$ cat src/rtl/if_stage_ctrl.sv
// Instruction-fetch stage controller: owns the PC and the IF/ID register,
// freezes on load-use stalls, buffers late instructions and flushes on taken branches.
module if_stage_ctrl #(
  parameter logic [31:0] ResetPC    = 32'h0000_0000,
  parameter int unsigned CountWidth = 16
) (
  input  logic                  clk,
  input  logic                  reset,
  input  logic                  PCWrite,
  input  logic                  IFIDWrite,
  input  logic                  BranchTaken,
  input  logic [31:0]           BranchTarget,
  output logic                  IMemReq,
  output logic [31:0]           IMemAddr,
  input  logic                  IMemReady,
  input  logic [31:0]           IMemData,
  output logic [31:0]           IFIDInstr,
  output logic [31:0]           IFIDPCPlus4,
  output logic                  IFIDValid,
  output logic [CountWidth-1:0] StallCount
);

  typedef enum logic [1:0] {
    Idle  = 2'd0,
    Fetch = 2'd1,
    Hold  = 2'd2
  } stateT;

  stateT       state;
  stateT       stateNext;
  logic [31:0] pcReg;
  logic [31:0] pcPlus4;
  logic [31:0] holdBuf;

  logic [31:0] pcNext;
  logic [31:0] holdBufNext;
  logic [31:0] instrNext;
  logic [31:0] pcPlus4Next;
  logic        validNext;

  assign pcPlus4  = pcReg + 32'd4;
  assign IMemAddr = pcReg;

  // State register
  always_ff @(posedge clk) begin
    if (reset) state <= Idle;
    else       state <= stateNext;
  end

  // Next-state logic; a taken branch always lands in Fetch
  always_comb begin
    stateNext = state;
    if (BranchTaken) begin
      stateNext = Fetch;
    end else begin
      case (state)
        Idle:    stateNext = Fetch;
        Fetch:   if (IMemReady && !IFIDWrite) stateNext = Hold;
        Hold:    if (IFIDWrite) stateNext = Fetch;
        default: stateNext = Idle;
      endcase
    end
  end

  // Output logic: request only while fetching
  always_comb begin
    IMemReq = 1'b0;
    if (state == Fetch) IMemReq = 1'b1;
  end

  // Datapath next values for PC, hold buffer and IF/ID
  always_comb begin
    pcNext      = pcReg;
    holdBufNext = holdBuf;
    instrNext   = IFIDInstr;
    pcPlus4Next = IFIDPCPlus4;
    validNext   = IFIDValid;
    if (BranchTaken) begin
      pcNext      = BranchTarget;
      holdBufNext = 32'h0;
      instrNext   = 32'h0;
      validNext   = 1'b0;
    end else begin
      case (state)
        Fetch: begin
          if (IMemReady && IFIDWrite) begin
            instrNext   = IMemData;
            pcPlus4Next = pcPlus4;
            validNext   = 1'b1;
            if (PCWrite) pcNext = pcPlus4;
          end else if (IMemReady) begin
            holdBufNext = IMemData;
          end else if (IFIDWrite) begin
            instrNext = 32'h0;
            validNext = 1'b0;
          end
        end
        Hold: begin
          if (IFIDWrite) begin
            instrNext   = holdBuf;
            pcPlus4Next = pcPlus4;
            validNext   = 1'b1;
            holdBufNext = 32'h0;
            if (PCWrite) pcNext = pcPlus4;
          end
        end
        default: ;
      endcase
    end
  end

  // Datapath registers
  always_ff @(posedge clk) begin
    if (reset) begin
      pcReg       <= ResetPC;
      holdBuf     <= 32'h0;
      IFIDInstr   <= 32'h0;
      IFIDPCPlus4 <= 32'h0;
      IFIDValid   <= 1'b0;
    end else begin
      pcReg       <= pcNext;
      holdBuf     <= holdBufNext;
      IFIDInstr   <= instrNext;
      IFIDPCPlus4 <= pcPlus4Next;
      IFIDValid   <= validNext;
    end
  end

  // Saturating count of cycles with IF/ID frozen
  always_ff @(posedge clk) begin
    if (reset) begin
      StallCount <= '0;
    end else if (!IFIDWrite && (StallCount != '1)) begin
      StallCount <= StallCount + CountWidth'(1);
    end
  end

endmodule

$ cat config.mk
export PLATFORM = sky130hd
export DESIGN_NAME = if_stage_ctrl
export DESIGN_NICKNAME = d
export VERILOG_FILES = /design/src/rtl/if_stage_ctrl.sv
export SDC_FILE = /design/constraint.sdc
export NUM_CORES = 1
export LEC_CHECK = 0
export ABC_AREA = 1
export CAP_MARGIN = 20
export CORE_ASPECT_RATIO = 0.6
export CORE_MARGIN = 2
export CORE_UTILIZATION = 50
export DETAILED_ROUTE_END_ITERATION = 10
export PLACE_DENSITY = 0.91
export SYNTH_ARGS = -nofsm -noshare
export SYNTH_HDL_FRONTEND = slang
export SYNTH_SLANG_ARGS = --single-unit
$ cat constraint.sdc
create_clock -name clk -period 2.9 [get_ports clk]
set_clock_uncertainty 0.15 [all_clocks]
set_input_delay 0.87 -clock clk [delete_from_list [all_inputs] [get_ports clk]]
set_output_delay 0.87 -clock clk [all_outputs]
set_load 0.01 [all_outputs]
==> impl_metrics.ini <==
[clocking]
clock_latency_ns = 0.41
root_buffer = clkbuf_16
ctsResizeCount = 0
cts_tree = built
cts_setup_buffers = 0
clockBufferDepth = 2
cts_made_buffers = 17
cts_sinks = 147
ctsHoldBuffers = 0
clk_pin_slew_ns = 0.07
htreeDepth = 4

[detailed_routing]
drt_iter0_drc = 752
postRouteAntennaNets = 0
num_vias = 7531
drc = 0
firstDrtPassIters = 5
wire_per_inst_microns = 16.3
wl_mm = 22.8
via_per_inst = 5.38

[placement]
gp_congestion = 0.994
placed_area_sq_um = 9160
dp_cells = 1371
portBuffers = 183
dp_hpwl_mm = 16.2

[finish]
n_fill_cell = 1177
seq_area_sq_um = 2940
final_nets = 1274
drive_gt1_frac = 0.0860
final_area_sq_um = 9790
multi_input_area_sq_um = 3670
layout_common_cells = 325 x nand2_1, 182 x clkdlybuf4s50_1, 147 x dfxtp_1
instances_no_fill = 1401
n_antenna_cell = 0
final_core_util = 0.705
final_common_cell = nand2_1
syn2layout_area_growth_pct = 35.6

[grt]
grt-ovfl-total = 0
grt_pass1_wl_mm = 36.3
grtUsageMet3 = 0.0841
grt_use_met1 = 0.424
busiest_layer = met2
grtUsageTotal = 0.293
use_met2 = 0.425
antenna_found_initial = 2
grt_max_degree = 67
grt_pass1_vias = 6825

[yosys]
syn_area_sq_um = 7220
synth_nets = 1109
yosysWarnings = 0
ys_types = 37
avgSynthCellArea_sq_um = 6.99
syn_inst = 1033
yosysSeqAreaShare = 0.408
ys_seq_elements = 147

[power]
irDropWorstVdd_uv = 356
p_per_area_nw_per_um2 = 538
p_leak_nw = 3.75

[min_path]
worstHoldPathCells = 2
min_path_type = reg -> reg

[timing]
slew_headroom = 0.514
hold_violations = 0
finalSetupViolCount = 0
hold_slack_ns = 0.313
fmax_ghz = 0.363
worst_pin_slew_ns = 0.729
grt_setup_unrepaired = no
maxSlewViolCount = 0
layout_min_cycle_time_ns = 2.76
tns_ns = 0
finalCritPeriodShare = 0.950

[setup_path]
cpLargestDelayFamily = buffers and inverters
worstSetupStartpointType = register
worstSetupStartpoint = state[0]
rr_endpoint = IMemAddr[30]
endpoint_kind = primary output
r2r_slack_ns = 0.57
slowest_stage = clkdlybuf4s50_1
path_class = reg -> out
path_max_fanout = 5
cp.required_ns = 1.88
crit_cells = 2
critical_path_buf_inv_count = 1
worstPathCellList = ha_1, clkdlybuf4s50_1
crit_arrival_ns = 1.74
slowest_delay_ns = 0.62
r2r-start = IMemAddr[2]
r2r.worst_path.cells = 9
worstSetupEndpoint = IMemReq

[floorplan]
die_y_microns = 97.1
fp.dieW_microns = 159
initial_core_util = 0.520
pin_count = 184
die_area_sq_um = 15400
core-area_sq_um = 13900
fp-row-count = 33

[run]
drv_cap = 0

[outcome]
outcome = finished, final reports clean
power by group:
| group | switching [mW] | leakage, nW | internal (mW) |
|---|---|---|---|
| combinational | 0.394 | 2.26 | 0.337 |
| clock | 0.918 | 0.295 | 1.45 |
| sequential | 0.0738 | 1.20 | 2.10 |
sequential cells by signal, summed over array words and instances, names as in the netlist:
signal / cells
IFIDInstr: 32
IFIDPCPlus4: 32
IMemAddr: 32
holdBuf: 32
StallCount: 16
state: 2
IFIDValid: 1
metal layers:
metal  vias up  part of all wire
met5         -           0.00070
met4         2             0.012
met3        28              0.10
met2       368              0.42
met1      3502              0.46
li1       3631                 -
metrics by stage:
step	worst slack (ns)	total power, mW
after floorplan	0.813	2.59
after global placement	0.226	2.91
after detailed placement	0.185	2.93
after CTS	0.125	5.28
after global routing	0.0552	5.46
final	0.144	5.27
cell usage after synthesis (all sizes together):
| master | number | area [sq um] |
|---|---|---|
| inv | 81 | 304 |
| a22oi | 2 | 15.0 |
| buf | 32 | 223 |
| nand4 | 5 | 31.3 |
| or2 | 2 | 12.5 |
| nand3b | 5 | 37.5 |
| a21oi | 113 | 569 |
| clkbuf | 20 | 76.3 |
| dfxtp | 147 | 2940 |
| xnor2 | 4 | 35.0 |
| nand2 | 329 | 1250 |
| a31oi | 7 | 43.8 |
| clkinv | 1 | 3.75 |
| mux2 | 32 | 360 |
| a211oi | 1 | 7.51 |
| nor2 | 119 | 500 |
| nor3 | 8 | 45.0 |
| and2 | 1 | 6.26 |
| xor2 | 16 | 140 |
| nand3 | 55 | 300 |
| o21ai | 47 | 239 |
| ha | 6 | 75.1 |
tightest hold or removal path: stages, from the launching register on:
cell,delay (ns)
dfxtp_1,0.31
nand2_1,0.06
a21oi_1,0.05
final cells by class:
cell class	count	share of cell area
inverter	82	0.0314
clock buffer	17	0.0435
multi-input combinational	752	0.375
clock inverter	13	0.0202
tap	192	0.0245
timing repair buffer	198	0.205
sequential	147	0.301
cell families after synthesis:
| logic type | Yosys count | synth area share |
|---|---|---|
| adder cells (fa/ha/maj) | 6 | 0.0104 |
| XOR/XNOR | 20 | 0.0243 |
| AND/OR/NAND/NOR | 524 | 0.302 |
| buffers and inverters | 134 | 0.0841 |
| multiplexers | 32 | 0.0499 |
| AO/OA/AOI/OAI | 170 | 0.121 |
| flip-flops | 147 | 0.408 |
how the worst min path moves through the flow:
| stage | start | endpoint | slack, ns |
|---|---|---|---|
| floorplan | holdBuf[10] | holdBuf[10] | 0.29 |
| global placement | holdBuf[9] | holdBuf[9] | 0.30 |
| detailed placement | IFIDInstr[20] | IFIDInstr[20] | 0.30 |
| CTS | IFIDInstr[20] | IFIDInstr[20] | 0.32 |
| global route | holdBuf[2] | holdBuf[2] | 0.33 |
| finish | IFIDInstr[7] | IFIDInstr[7] | 0.31 |
Note: power is estimated with default switching activity, not from simulation.
